==> config.mk <==
export PLATFORM = sky130hd
export DESIGN_NAME = vend_ctrl_flat
export DESIGN_NICKNAME = d
export VERILOG_FILES = /design/src/rtl/vend_pkg.sv /design/src/rtl/vend_ctrl_if.sv /design/src/rtl/vend_ctrl_change_dispenser.sv /design/src/rtl/vend_ctrl.sv /design/src/flat_wrapper.sv
export SDC_FILE = /design/constraint.sdc
export NUM_CORES = 1
export LEC_CHECK = 0
export BUFFER_PORTS_ARGS = -buffer_cell sky130_fd_sc_hd__buf_2
export CORE_MARGIN = 3
export CORE_UTILIZATION = 40
export CTS_BUF_LIST = sky130_fd_sc_hd__clkbuf_8
export CTS_CLUSTER_DIAMETER = 50
export DETAILED_ROUTE_END_ITERATION = 7
export GPL_TIMING_DRIVEN = 0
export REMOVE_ABC_BUFFERS = 1
export SLEW_MARGIN = 20
export SYNTH_ARGS = -nofsm -noshare
export SYNTH_HDL_FRONTEND = slang
export SYNTH_SLANG_ARGS = --single-unit
==> constraint.sdc <==
create_clock -name clk -period 2.5 [get_ports clk]
set_input_delay 0.375 -clock clk [delete_from_list [all_inputs] [get_ports clk]]
set_output_delay 0.375 -clock clk [all_outputs]
set_load 0.01 [all_outputs]
==> src/rtl/vend_pkg.sv <==
// vend_pkg: shared states, selection bit indices, default prices and coin values
package vend_pkg;
   typedef enum logic [3:0] {
      S_IDLE, S_CHECK, S_SETUP, S_DEDUCT, S_HOLD, S_DISPENSE, S_DENY, S_CHANGE, S_GAP, S_CLEAR
   } state_t;
   localparam int CANDY   = 3;
   localparam int COOKIES = 2;
   localparam int CHIPS   = 1;
   localparam int GUM     = 0;
   localparam logic [7:0] PRICE_CANDY_DEF   = 8'd75;
   localparam logic [7:0] PRICE_COOKIES_DEF = 8'd65;
   localparam logic [7:0] PRICE_CHIPS_DEF   = 8'd85;
   localparam logic [7:0] PRICE_GUM_DEF     = 8'd50;
   localparam logic [7:0] QUARTER = 8'd25;
   localparam logic [7:0] DIME    = 8'd10;
   localparam logic [7:0] NICKEL  = 8'd5;
endpackage

==> src/rtl/vend_ctrl_if.sv <==
// vend_ctrl_if: balance/selection inputs and item/strobe/change outputs of the vending controller
//   master drives coins/sel/sel_valid/refund; slave (the controller) drives everything else
interface vend_ctrl_if;
   logic [7:0] coins;
   logic [3:0] sel;
   logic       sel_valid;
   logic       refund;
   logic [3:0] item;
   logic       sub;
   logic       clr;
   logic       dispense;
   logic       deny;
   logic       nickel_out;
   logic       dime_out;
   logic       quarter_out;
   logic       busy;
   modport master (
      output coins, sel, sel_valid, refund,
      input  item, sub, clr, dispense, deny, nickel_out, dime_out, quarter_out, busy
   );
   modport slave (
      input  coins, sel, sel_valid, refund,
      output item, sub, clr, dispense, deny, nickel_out, dime_out, quarter_out, busy
   );
endinterface

==> src/rtl/vend_ctrl_change_dispenser.sv <==
// change_dispenser: greedy coin-by-coin payout of a latched amount, then one clr pulse
//   start_i/amount_i latch the balance; done_o is high in the clearing cycle;
//   nickel_o/dime_o/quarter_o/clr_o are registered one-cycle pulses
module change_dispenser
   import vend_pkg::*;
#(
   parameter int COIN_GAP = 2
) (
   input  logic       clk,
   input  logic       reset,
   input  logic       start_i,
   input  logic [7:0] amount_i,
   output logic       done_o,
   output logic       nickel_o,
   output logic       dime_o,
   output logic       quarter_o,
   output logic       clr_o
);
   localparam logic [7:0] GAP_INIT = (COIN_GAP == 0) ? 8'd0 : 8'(COIN_GAP - 1);
   state_t     phase_q, phase_d;
   logic [7:0] rem_q, rem_d, gap_q, gap_d;
   logic [2:0] coin_q, coin_d;
   logic       clr_q, clr_d;
   always_comb begin
      phase_d = phase_q;
      rem_d   = rem_q;
      gap_d   = gap_q;
      coin_d  = 3'b000;
      clr_d   = 1'b0;
      case (phase_q)
         S_IDLE: if (start_i) begin
            rem_d   = amount_i;
            phase_d = S_CHANGE;
         end
         S_CHANGE: begin
            if (rem_q >= QUARTER) begin
               coin_d = 3'b100;
               rem_d  = rem_q - QUARTER;
            end else if (rem_q >= DIME) begin
               coin_d = 3'b010;
               rem_d  = rem_q - DIME;
            end else if (rem_q >= NICKEL) begin
               coin_d = 3'b001;
               rem_d  = rem_q - NICKEL;
            end else begin
               rem_d   = 8'd0;
               phase_d = S_CLEAR;
            end
            // with a zero gap the next coin is chosen on the very next cycle
            if (coin_d != 3'b000 && COIN_GAP != 0) begin
               phase_d = S_GAP;
               gap_d   = GAP_INIT;
            end
         end
         S_GAP: begin
            phase_d = (gap_q == 8'd0) ? S_CHANGE : S_GAP;
            gap_d   = (gap_q == 8'd0) ? 8'd0 : gap_q - 8'd1;
         end
         S_CLEAR: begin
            clr_d   = 1'b1;
            phase_d = S_IDLE;
         end
         default: phase_d = S_IDLE;
      endcase
   end
   always_ff @(posedge clk or posedge reset) begin
      if (reset) begin
         phase_q <= S_IDLE;
         rem_q   <= 8'd0;
         gap_q   <= 8'd0;
         coin_q  <= 3'b000;
         clr_q   <= 1'b0;
      end else begin
         phase_q <= phase_d;
         rem_q   <= rem_d;
         gap_q   <= gap_d;
         coin_q  <= coin_d;
         clr_q   <= clr_d;
      end
   end
   assign done_o    = (phase_q == S_CLEAR);
   assign quarter_o = coin_q[2];
   assign dime_o    = coin_q[1];
   assign nickel_o  = coin_q[0];
   assign clr_o     = clr_q;
endmodule

==> src/rtl/vend_ctrl.sv <==
// vend_ctrl: vending controller - funds check, debit strobes, timed dispense, change payout
//   clk/reset (async, active-high); bus is the slave side of vend_ctrl_if
module vend_ctrl
   import vend_pkg::*;
#(
   parameter logic [7:0] PRICE_CANDY   = PRICE_CANDY_DEF,
   parameter logic [7:0] PRICE_COOKIES = PRICE_COOKIES_DEF,
   parameter logic [7:0] PRICE_CHIPS   = PRICE_CHIPS_DEF,
   parameter logic [7:0] PRICE_GUM     = PRICE_GUM_DEF,
   parameter int         DISP_CYCLES   = 4,
   parameter int         COIN_GAP      = 2
) (
   input logic        clk,
   input logic        reset,
   vend_ctrl_if.slave bus
);
   localparam logic [7:0] DISP_INIT = 8'(DISP_CYCLES - 1);
   state_t     state_q, state_d;
   logic [3:0] sel_q, sel_d, item_q, item_d;
   logic [7:0] price_q, price_d, cnt_q, cnt_d;
   logic       sub_q, sub_d, dispense_q, dispense_d, deny_q, deny_d, busy_q, busy_d;
   logic       start, done;
   always_comb begin
      state_d = state_q;
      sel_d   = sel_q;
      price_d = price_q;
      cnt_d   = cnt_q;
      start   = 1'b0;
      case (state_q)
         S_IDLE: if (bus.refund) begin
            start   = 1'b1;
            state_d = S_CHANGE;
         end else if (bus.sel_valid) begin
            state_d = $onehot(bus.sel) ? S_CHECK : S_DENY;
            sel_d   = bus.sel;
            price_d = bus.sel[CANDY]   ? PRICE_CANDY :
                      bus.sel[COOKIES] ? PRICE_COOKIES :
                      bus.sel[CHIPS]   ? PRICE_CHIPS : PRICE_GUM;
         end
         S_CHECK:  state_d = (bus.coins >= price_q) ? S_SETUP : S_DENY;
         S_SETUP:  state_d = S_DEDUCT;
         S_DEDUCT: state_d = S_HOLD;
         S_HOLD: begin
            state_d = S_DISPENSE;
            cnt_d   = DISP_INIT;
         end
         S_DISPENSE: begin
            state_d = (cnt_q == 8'd0) ? S_IDLE : S_DISPENSE;
            cnt_d   = (cnt_q == 8'd0) ? 8'd0 : cnt_q - 8'd1;
         end
         S_CHANGE: state_d = done ? S_IDLE : S_CHANGE;
         default:  state_d = S_IDLE;
      endcase
   end
   // outputs decode the current state and register it, so each state shows one cycle later
   always_comb begin
      item_d     = (state_q inside {S_SETUP, S_DEDUCT, S_HOLD, S_DISPENSE}) ? sel_q : 4'b0000;
      sub_d      = (state_q == S_DEDUCT);
      dispense_d = (state_q == S_DISPENSE);
      deny_d     = (state_q == S_DENY);
      busy_d     = (state_q != S_IDLE);
   end
   always_ff @(posedge clk or posedge reset) begin
      if (reset) begin
         state_q    <= S_IDLE;
         sel_q      <= 4'b0000;
         price_q    <= 8'd0;
         cnt_q      <= 8'd0;
         item_q     <= 4'b0000;
         sub_q      <= 1'b0;
         dispense_q <= 1'b0;
         deny_q     <= 1'b0;
         busy_q     <= 1'b0;
      end else begin
         state_q    <= state_d;
         sel_q      <= sel_d;
         price_q    <= price_d;
         cnt_q      <= cnt_d;
         item_q     <= item_d;
         sub_q      <= sub_d;
         dispense_q <= dispense_d;
         deny_q     <= deny_d;
         busy_q     <= busy_d;
      end
   end
   change_dispenser #(.COIN_GAP(COIN_GAP)) u_change (
      .clk       (clk),
      .reset     (reset),
      .start_i   (start),
      .amount_i  (bus.coins),
      .done_o    (done),
      .nickel_o  (bus.nickel_out),
      .dime_o    (bus.dime_out),
      .quarter_o (bus.quarter_out),
      .clr_o     (bus.clr)
   );
   assign bus.item     = item_q;
   assign bus.sub      = sub_q;
   assign bus.dispense = dispense_q;
   assign bus.deny     = deny_q;
   assign bus.busy     = busy_q;
endmodule

==> src/flat_wrapper.sv <==
// flat-port wrapper written by rule: the top's interface ports become plain ports
module vend_ctrl_flat import vend_pkg::*;
#(
   parameter logic [7:0] PRICE_CANDY   = PRICE_CANDY_DEF,
   parameter logic [7:0] PRICE_COOKIES = PRICE_COOKIES_DEF,
   parameter logic [7:0] PRICE_CHIPS   = PRICE_CHIPS_DEF,
   parameter logic [7:0] PRICE_GUM     = PRICE_GUM_DEF,
   parameter int         DISP_CYCLES   = 4,
   parameter int         COIN_GAP      = 2
)
  (clk, reset, bus_coins, bus_sel, bus_sel_valid, bus_refund, bus_item, bus_sub, bus_clr, bus_dispense, bus_deny, bus_nickel_out, bus_dime_out, bus_quarter_out, bus_busy);
  vend_ctrl_if bus_i ();
  input logic clk;
  input logic reset;
  input wire logic [$bits(bus_i.coins)-1:0] bus_coins;
  input wire logic [$bits(bus_i.sel)-1:0] bus_sel;
  input wire logic [$bits(bus_i.sel_valid)-1:0] bus_sel_valid;
  input wire logic [$bits(bus_i.refund)-1:0] bus_refund;
  output wire logic [$bits(bus_i.item)-1:0] bus_item;
  output wire logic [$bits(bus_i.sub)-1:0] bus_sub;
  output wire logic [$bits(bus_i.clr)-1:0] bus_clr;
  output wire logic [$bits(bus_i.dispense)-1:0] bus_dispense;
  output wire logic [$bits(bus_i.deny)-1:0] bus_deny;
  output wire logic [$bits(bus_i.nickel_out)-1:0] bus_nickel_out;
  output wire logic [$bits(bus_i.dime_out)-1:0] bus_dime_out;
  output wire logic [$bits(bus_i.quarter_out)-1:0] bus_quarter_out;
  output wire logic [$bits(bus_i.busy)-1:0] bus_busy;
  assign bus_i.coins = bus_coins;
  assign bus_i.sel = bus_sel;
  assign bus_i.sel_valid = bus_sel_valid;
  assign bus_i.refund = bus_refund;
  assign bus_item = bus_i.item;
  assign bus_sub = bus_i.sub;
  assign bus_clr = bus_i.clr;
  assign bus_dispense = bus_i.dispense;
  assign bus_deny = bus_i.deny;
  assign bus_nickel_out = bus_i.nickel_out;
  assign bus_dime_out = bus_i.dime_out;
  assign bus_quarter_out = bus_i.quarter_out;
  assign bus_busy = bus_i.busy;
  vend_ctrl #(.PRICE_CANDY(PRICE_CANDY), .PRICE_COOKIES(PRICE_COOKIES), .PRICE_CHIPS(PRICE_CHIPS), .PRICE_GUM(PRICE_GUM), .DISP_CYCLES(DISP_CYCLES), .COIN_GAP(COIN_GAP)) u_core (.clk(clk), .reset(reset), .bus(bus_i));
endmodule
# After elaboration in Yosys (flattened, before gate mapping)
# Index checks and enable logic that the tools add are counted.
[word_totals] ff_bits=56 latchBits=0 ramBits=0 rom_bits=0 inputBits=16 output_inout_bits=12 wordCells=94 mem_count=0
[classes] add_sub_neg=8 mul=0 n_div=0 magnitude_cmp=4 n_eq_ne=17 n_shift=0 n_mux=36 n_bitwise=1 reduce_logical=14
[ops] operator="two-way mux 8 bit" n=9
[ops] operator="case mux 8 bit (2 select lines)" n=3
[ops] operator="two-way mux 4 bit" n=9
[ops] operator="case mux 4 bit (7 select lines)" n=1
[ops] operator="two-way mux 3 bit" n=7
[ops] operator="equality test 4 x 3 -> 1 bit (second input constant)" n=5
[ops] operator="logical NOT 8 bit" n=2
[ops] operator="subtractor 8 x 1 -> 8 bit (second input constant)" n=2
[ops] operator="!= test 3 bit (second input constant)" n=4
[ops] operator="case mux 4 bit (3 select lines)" n=1
[ops] operator="equality test 4 x 2 -> 1 bit (second input constant)" n=2
[ops] operator="equality test 4 bit (second input constant)" n=2
[ops] operator="greater-or-equal comparator 8 x 3 -> 1 bit (second input constant)" n=1
[ops] operator="greater-or-equal comparator 8 x 4 -> 1 bit (second input constant)" n=1
[ops] operator="greater-or-equal comparator 8 x 5 -> 1 bit (second input constant)" n=1
[ops] operator="greater-or-equal comparator 8 bit" n=1
[ops] operator="logical NOT 4 bit" n=2
[ops] operator="nonzero test 4 bit" n=2
[ops] operator="subtractor 8 x 3 -> 8 bit (second input constant)" n=1
[ops] operator="subtractor 8 x 4 -> 8 bit (second input constant)" n=1
[ops] operator="subtractor 8 x 5 -> 8 bit (second input constant)" n=1
[ops] operator="two-way mux 7 bit" n=1
[ops] operator="nonzero test 2 bit" n=3
[ops] operator="adder 1 x 1 -> 2 bit" n=2
[ops] operator="12 further kinds" n=16

# Logic depth before layout (Yosys ltp)
# Gate-level depths: netlist (run 1).
[depth] depth_word=8 ltp_mapped=10 mapped_depth_nobuf=10

# By module
# From an unflattened synthesis (run 1), not the netlist that was laid out.
[hier_totals] cells_unflattened=351 area_unflattened_um2=3225.6
[modules_own_cells] mod="change_dispenser" instances=1 cells_each=196 area_per_inst_um2=1729.2 seq_area_each_um2=575.6
[modules_own_cells] mod="vend_ctrl" instances=1 cells_each=155 area_per_inst_um2=1496.4 seq_area_each_um2=700.7

# Worst setup path before layout (run 1)
# Ideal clock, no wire load.
[synth_path] path_type="register to register" startpoint="register u_core.u_change.rem_q[1]" endpoint="register u_core.u_change.rem_q[3]" setup_ps=104 t_arrival_ps=2011 required_ps=2396 slack_ps=385 stages_incl_launch_ff=9 path_buffers=1 synth_period_minus_slack_ps=2115 cell_sequence="dfrtp_1 inv_1 ha_1 or3b_1 a21o_1 clkbuf_1 nor3_1 a21oi_1 a221oi_1"
[synth_between] elab_chain_len=5 word_cells_on_any_way=10 cone_classes="add/sub (3); order compare (3); mux (4)"
[synth_rtl] item="start, declared" line="vend_ctrl_change_dispenser.sv:21" rtl="logic [7:0] rem_q, rem_d, gap_q, gap_d;"
[synth_rtl] item="start signal, assigned" line="vend_ctrl_change_dispenser.sv:75" rtl="rem_q <= rem_d;"
[synth_rtl] item="subtractor 8 x 3 -> 8 bit / greater-or-equal comparator 8 x 3 -> 1 bit (equally long branches)" line="vend_ctrl_change_dispenser.sv:44, vend_ctrl_change_dispenser.sv:42"
[synth_rtl] item="two-way mux 8 bit" line="vend_ctrl_change_dispenser.sv:42" rtl="end else if (rem_q >= NICKEL) begin"
[synth_rtl] item="two-way mux 8 bit" line="vend_ctrl_change_dispenser.sv:39" rtl="end else if (rem_q >= DIME) begin"
[synth_rtl] item="two-way mux 8 bit (*)" line="vend_ctrl_change_dispenser.sv:36" rtl="if (rem_q >= QUARTER) begin"
[synth_rtl] item="case mux 8 bit (2 select lines) (*)" line="vend_ctrl_change_dispenser.sv:30" rtl="case (phase_q)"
# Every way passes the cells marked *; elsewhere a longest branch is shown, timed or not.
# A chain may end at the register's enable or synchronous reset.

# Final worst setup path (run 1)
# Same ends and word-level chain as after synthesis.

==> results_dict.tcl, run 1 <==
set metrics [dict create \
    layout-drive-gt1-share 0.1378 \
    cts_buffers 5 \
    firstDrtPassIters 4 \
    leakage_uw 0.001615 \
    port_buffers 27 \
    synth_edf_count 0 \
    initial_core_util 0.4202 \
    end_kind "register" \
    place.gp.congestion 0.8492 \
    cp-start-kind "register" \
    die_y_um 94.22 \
    cp_slowest_stage_delay_ps 490 \
    final_core_util 0.4612 \
    cp_top_family "simple AND/OR/NAND/NOR gates" \
    antenna_found_initial 0 \
    drtAntennaViolNets 0 \
    ys_ff_latch 51 \
    clk_pin_slew_ps 100 \
    crit_chain "inv_2, ha_1, or3b_1, a21o_1, nor3_1, a21oi_1, a221oi_1" \
    cp.required_ps 2700 \
    die_w_um 94.22 \
    slew_viol_final 0 \
    grt_first_pass_wirelength_um 11430 \
    post-cts-setup-buffers 0 \
    crit_slowest_cell "dfrtp_1" \
    wl_um 6723 \
    wl_per_cell_um 14.33 \
    max_cap_violations 0 \
    synth_top_flop_cell "dfrtp_1" \
    setup_viol_count_final 0 \
    vias 2520 \
    cts_tree "yes" \
    setup_slack_ps 222.9 \
    max_slew_margin 0.5560 \
    syn_inst 349 \
    drt_iter0_drc 187 \
    vias_per_cell 5.373 \
    power_frac_clock 0.127 \
    seq_area_um2 1276 \
    h-tree-depth 2 \
    fp-row-count 31 \
    cp_max_fo 10 \
    fp.coreArea_um2 7408 \
    hold_violations 0 \
    ys_warn_count 0 \
    period_minus_slack_ps 2277 \
    ys_async_sr_fraction 1.000 \
    grt.overflow.total 0 \
    path_buf_inv 1 \
    areaGrowthSynthToFinish_pct 9.767 \
    antennaDiodeCount 0 \
    avgSynthCellArea_um2 8.920 \
    grt_usage 0.1606 \
    r2r_setup_slack_ps 220 \
    seqPwrFrac 0.414 \
    ir_worst_vdd_uv 341.6 \
    fin_skew_ps 11.19 \
    crit_type "register to register" \
    crit_arrival_ps 2480 \
    clk_latency_ps 300 \
    fin_crit_sh 0.9108 \
    holdBufCountCts 0 \
    p_switching_uw 1606 \
    status "finished clean" \
    holdCritPathClass "input port to async pin" \
    die_area_um2 8877 \
    netlist_area_um2 3113 \
    fmax_mhz 439.2 \
    grt_start_max_net_pins 31 \
    post-route-drc-count 0 \
    ios 28 \
    yosysSeqAreaShare 0.4100 \
    numClockSinks 51 \
    dp_hpwl_um 4974 \
    p_sw_frac 0.4437 \
    rsz0062_at_grt "false" \
    synth_cell_types 58 \
    finalSetupTns_ps 0 \
    cts_root_buf "clkbuf_8" \
    nFillCells 732 \
    pre_cts_ws_ps 125.8 \
    power_density_nw_per_um2 1059 \
    p_int_uw 2014 \
    power_frac_comb 0.459 \
    first_global_vias 2430 \
    worst_pin_slew_ps 665.0 \
    multi_input_comb_area_um2 1664 \
    hold_slack_ps 158.4 \
    clk_path_buf_depth 2 \
    num-nets-final 408 \
]
## layout make-up
| cell class | instances | area share |
|---|---|---|
| Multi-Input combinational cell | 255 | 0.4870 |
| Timing Repair Buffer | 28 | 0.04760 |
| Tap cell | 99 | 0.03625 |
| Clock buffer | 5 | 0.02014 |
| Sequential cell | 51 | 0.3735 |
| Clock inverter | 3 | 0.004760 |
| Inverter | 28 | 0.03076 |
## logic make-up (layout without fill, tap and decap cells)
logic type	count (synthesis)	after routing	share of synthesized area
xor gates and xnor gates	7	7	0.01969
adders and majority gates	23	23	0.09485
muxes	6	6	0.02050
AOI/OAI and AO/OA	92	92	0.1917
and+or+nand+nor	127	127	0.2074
buffers and inverters	43	64	0.05587
DFF	51	51	0.4100
## synth_stat cells, drive strengths merged (2+ instances only)
library cell | n | share of area
dfrtp | 51 | 0.41
nor2 | 37 | 0.045
nand2 | 34 | 0.041
o21ai | 34 | 0.055
inv | 28 | 0.034
a21oi | 23 | 0.037
ha | 22 | 0.088
clkbuf | 9 | 0.011
nor3 | 9 | 0.014
and2 | 6 | 0.012
buf | 6 | 0.011
nor4 | 6 | 0.014
nand3 | 5 | 0.0080
or3 | 5 | 0.011
xnor2 | 5 | 0.014
a31oi | 4 | 0.0080
nor2b | 4 | 0.0080
o31ai | 4 | 0.0096
a21o | 3 | 0.0072
and3b | 3 | 0.0088
mux2 | 3 | 0.011
mux2i | 3 | 0.0096
nand2b | 3 | 0.0060
o221ai | 3 | 0.0084
or3b | 3 | 0.0084
or4 | 3 | 0.0072
a211oi | 2 | 0.0048
a22oi | 2 | 0.0064
nand4 | 2 | 0.0040
nand4b | 2 | 0.0056
o211ai | 2 | 0.0064
o21a | 2 | 0.0048
o31a | 2 | 0.0056
o32ai | 2 | 0.0056
o41ai | 2 | 0.012
xor2 | 2 | 0.0056
## power groups by stage
stage	Sequential [µW]	Clock (µW)	Combinational [µW]
after floorplan	1420	0	1270
after global placement	1500	0	1610
after detailed placement	1510	0	1660
after CTS	1490	487	1660
after global routing	1560	516	1900
final	1500	461	1660
## stage by stage
step | std cells | total power, µW | area, µm²
5_1_grt | 469 | 3979 | 3417
3_5_place_dp | 461 | 3163 | 3331
2_1_floorplan | 334 | 2695 | 3044
3_3_place_gp | 460 | 3112 | 3303
6_report | 469 | 3620 | 3417
4_1_cts | 469 | 3641 | 3416
## path summary, 6_finish.rpt
kind                                                        end                                 start  cells past startpoint
min in group clk                    u_core.sel_q[0]$_DFFE_PP0P_                            bus_sel[0]                      2
max in group asynchronous  u_core.u_change.gap_q[0]$_DFFE_PP0P_                                 reset                      3
min reg2reg                         u_core.sel_q[2]$_DFFE_PP0P_           u_core.sel_q[2]$_DFFE_PP0P_                      2
max reg2reg                u_core.u_change.rem_q[3]$_DFFE_PP0P_  u_core.u_change.rem_q[1]$_DFFE_PP0P_                      7
max                        u_core.u_change.rem_q[3]$_DFFE_PP0P_  u_core.u_change.rem_q[1]$_DFFE_PP0P_                      7
min                                 u_core.cnt_q[7]$_DFFE_PP0N_                                 reset                      2
## layout by cell type (no fill, tap or decap), drive strengths merged, types with 4 or more instances in the layout
cell type   n
nor4        6
nor2       37
and2        6
nand2      34
xnor2       5
a31oi       4
a21oi      23
clkbuf      5
nand3       5
or3         5
dfrtp      51
inv        29
o31ai       4
o21ai      34
nor3        9
ha         22
nor2b       4
buf        28
## what timing repair did
item,in CTS,in global routing
endpoints found under the hold margin,0,0
setup endpoints to repair,0,2
gates resized for setup,0,2
## state kept, by name (all words and copies together) (netlist names)
register                 cells
u_core.price_q               6
u_core.bus.deny              1
u_core.state_q               3
u_core.cnt_q                 8
u_core.u_change.coin_q       3
u_core.bus.busy              1
u_core.u_change.phase_q      3
u_core.sel_q                 3
u_core.bus.dispense          1
u_core.bus.sub               1
u_core.u_change.gap_q        8
u_core.u_change.rem_q        8
u_core.u_change.clr_o        1
u_core.bus.item              4
## metal layers
metal	share of wire	track usage
met2	0.44	0.2376
met4	0.0057	0.03971
met5	0	0
met1	0.51	0.2430
met3	0.043	0.02564
No activity file was read; power rests on OpenSTA's default activity.
==> inputs of run 2 (changes only) <==
--- a/config.mk
+++ b/config.mk
@@ -6,9 +6,10 @@
 export NUM_CORES = 1
 export LEC_CHECK = 0
 export BUFFER_PORTS_ARGS = -buffer_cell sky130_fd_sc_hd__buf_2
+export CAP_MARGIN = 0
 export CORE_MARGIN = 3
 export CORE_UTILIZATION = 40
-export CTS_BUF_LIST = sky130_fd_sc_hd__clkbuf_8
+export CTS_BUF_LIST = sky130_fd_sc_hd__clkbuf_16
 export CTS_CLUSTER_DIAMETER = 50
 export DETAILED_ROUTE_END_ITERATION = 7
 export GPL_TIMING_DRIVEN = 0
==> run 2 against run 1 <==
Compared with the run above:
- via count did not move
- critical path depth did not move
- hold slack improved by 21 ps
- sequential share of layout area fell by 0.61 points
- global-route usage rose by 0.19 points
- sequential power barely moved
- routed wire length rose by 0.45%
- final cell count did not move
- power rose by 5.6%
- die area did not move
- critical path type unchanged
- critical endpoint is now u_core.u_change.rem_q[4]$_DFFE_PP0P_
- largest cell class unchanged
==> results_dict.tcl, run 2 (same netlist as run 1, synthesis figures left out) <==
set metrics [dict create \
    cp_top_family "compound AO/OA/AOI/OAI gates" \
    rr_startpoint "u_core.u_change.rem_q[1]$_DFFE_PP0P_" \
    post-route-drc-count 0 \
    crit_chain "inv_2, ha_1, or3b_1, a21o_1, a2111oi_1, a211oi_1, a21oi_1" \
    seq_area_um2 1276 \
    crit_arrival_ps 2470 \
    crit_end "u_core.u_change.rem_q[4]$_DFFE_PP0P_" \
    port_buffers 27 \
    firstDrtPassIters 4 \
    reg_top3 "u_core.cnt_q: 8 flops, u_core.u_change.gap_q: 8 flops, u_core.u_change.rem_q: 8 flops" \
    die_y_um 94.22 \
    clk_latency_ps 290 \
    max_slew_margin 0.5579 \
    crit_slowest_cell "dfrtp_1" \
    design_area_um2 3473 \
    first_global_vias 2426 \
    drt_iter0_drc 167 \
    fp.coreArea_um2 7408 \
    vias_per_cell 5.373 \
    wl_um 6753 \
    num-nets-final 408 \
    fin_skew_ps 6.296 \
    crit_type "register to register" \
    end_kind "register" \
    multi_input_comb_area_um2 1664 \
    cp.required_ps 2710 \
    r2r_setup_slack_ps 230 \
    clk_pin_slew_ps 70 \
    vias 2520 \
    areaGrowthSynthToFinish_pct 11.58 \
    finalSetupTns_ps 0 \
    ios 28 \
    period_minus_slack_ps 2268 \
    grt.overflow.total 0 \
    cts_tree "yes" \
    fmax_mhz 441.0 \
    status "finished clean" \
    layout-drive-gt1-share 0.1378 \
    clk_path_buf_depth 2 \
    cts_root_buf "clkbuf_16" \
    h-tree-depth 2 \
    worst_pin_slew_ps 662.1 \
    numClockSinks 51 \
    r2r_cells 7 \
    drtAntennaViolNets 0 \
    leakage_uw 0.001641 \
    hold_slack_ps 179.0 \
    fin_crit_sh 0.9071 \
    rsz0062_at_grt "false" \
    max_cap_violations 0 \
    grt_start_max_net_pins 31 \
    pre_cts_ws_ps 125.8 \
    cp_slowest_stage_delay_ps 470 \
    holdCritPathClass "input port to async pin" \
    cts_buffers 5 \
    grt_usage 0.1625 \
    initial_core_util 0.4202 \
    worstReg2RegEnd "u_core.u_change.rem_q[4]$_DFFE_PP0P_" \
    setup_viol_count_final 0 \
    hold_violations 0 \
    power_density_nw_per_um2 1100 \
    die_area_um2 8877 \
    final_common_cell "dfrtp_1" \
    antenna_found_initial 0 \
    die_w_um 94.22 \
    nFillCells 723 \
    antennaDiodeCount 0 \
    crit_start "u_core.u_change.rem_q[1]$_DFFE_PP0P_" \
    fp-row-count 31 \
    cp_max_fo 10 \
    slew_viol_final 0 \
    wl_per_cell_um 14.40 \
    placed_area_um2 3331 \
    final_cell_mix "dfrtp_1 (51), nor2_1 (37), nand2_1 (34), o21ai_0 (34)" \
    critical_path_depth 7 \
    grt_first_pass_wirelength_um 11430 \
    cp-start-kind "register" \
    path_buf_inv 1 \
    setup_slack_ps 232.2 \
    place.gp.congestion 0.8492 \
    dp_hpwl_um 4974 \
    ir_worst_vdd_uv 384.1 \
    post-cts-setup-buffers 0 \
]
run 2: worst reg2reg max path, stage by stage, from the launching register on:
cell,delay [ps]
dfrtp_1,470
inv_2,170
ha_1,280
or3b_1,400
a21o_1,290
a2111oi_1,340
a211oi_1,110
a21oi_1,140
run 2: layout make-up:
type                            count  share of cell area
Tap cell                           99             0.03566
Clock buffer                        5             0.03602
Clock inverter                      3            0.004683
Timing Repair Buffer               28             0.04683
Inverter                           28             0.03026
Sequential cell                    51              0.3674
Multi-Input combinational cell    255              0.4791
run 2: through the flow:
stage          power [µW]    util  std cells
3_3_place_gp         3112  0.4459        460
5_1_grt              4176  0.4688        469
2_1_floorplan        2695       -        334
6_report             3821  0.4688        469
4_1_cts              3839  0.4687        469
3_5_place_dp         3163  0.4496        461
run 2: routing by layer:
metal	global-route usage	vias to the layer above	wire, µm
met5	0	-	0
met4	0.05415	0	74
met3	0.02804	5	240
met2	0.2370	48	2927
met1	0.2414	1197	3511
li1	-	1270	-
run 2: how the worst min path moves through the flow:
stage	end	slack, ps	cells past startpoint
3_3_place_gp	u_core.bus.item[1]$_DFF_PP0_	460	1
3_5_place_dp	u_core.bus.item[1]$_DFF_PP0_	470	1
6_report	u_core.cnt_q[7]$_DFFE_PP0N_	180	2
4_1_cts	u_core.cnt_q[7]$_DFFE_PP0N_	200	2
2_1_floorplan	u_core.sel_q[2]$_DFFE_PP0P_	440	2
5_1_grt	u_core.u_change.coin_q[0]$_DFF_PP0_	240	2
run 2: power by group:
part           internal [µW]  leakage [µW]  switching (µW)
sequential              1120      0.000647             383
combinational            705      0.000922             957
clock                    366     0.0000710             292
total                   2190       0.00164            1630
run 2: timing repair:
action | CTS | global route
hold buffers | 0 | 0
endpoints found under the setup margin | 0 | 2
gates resized for setup | 0 | 2
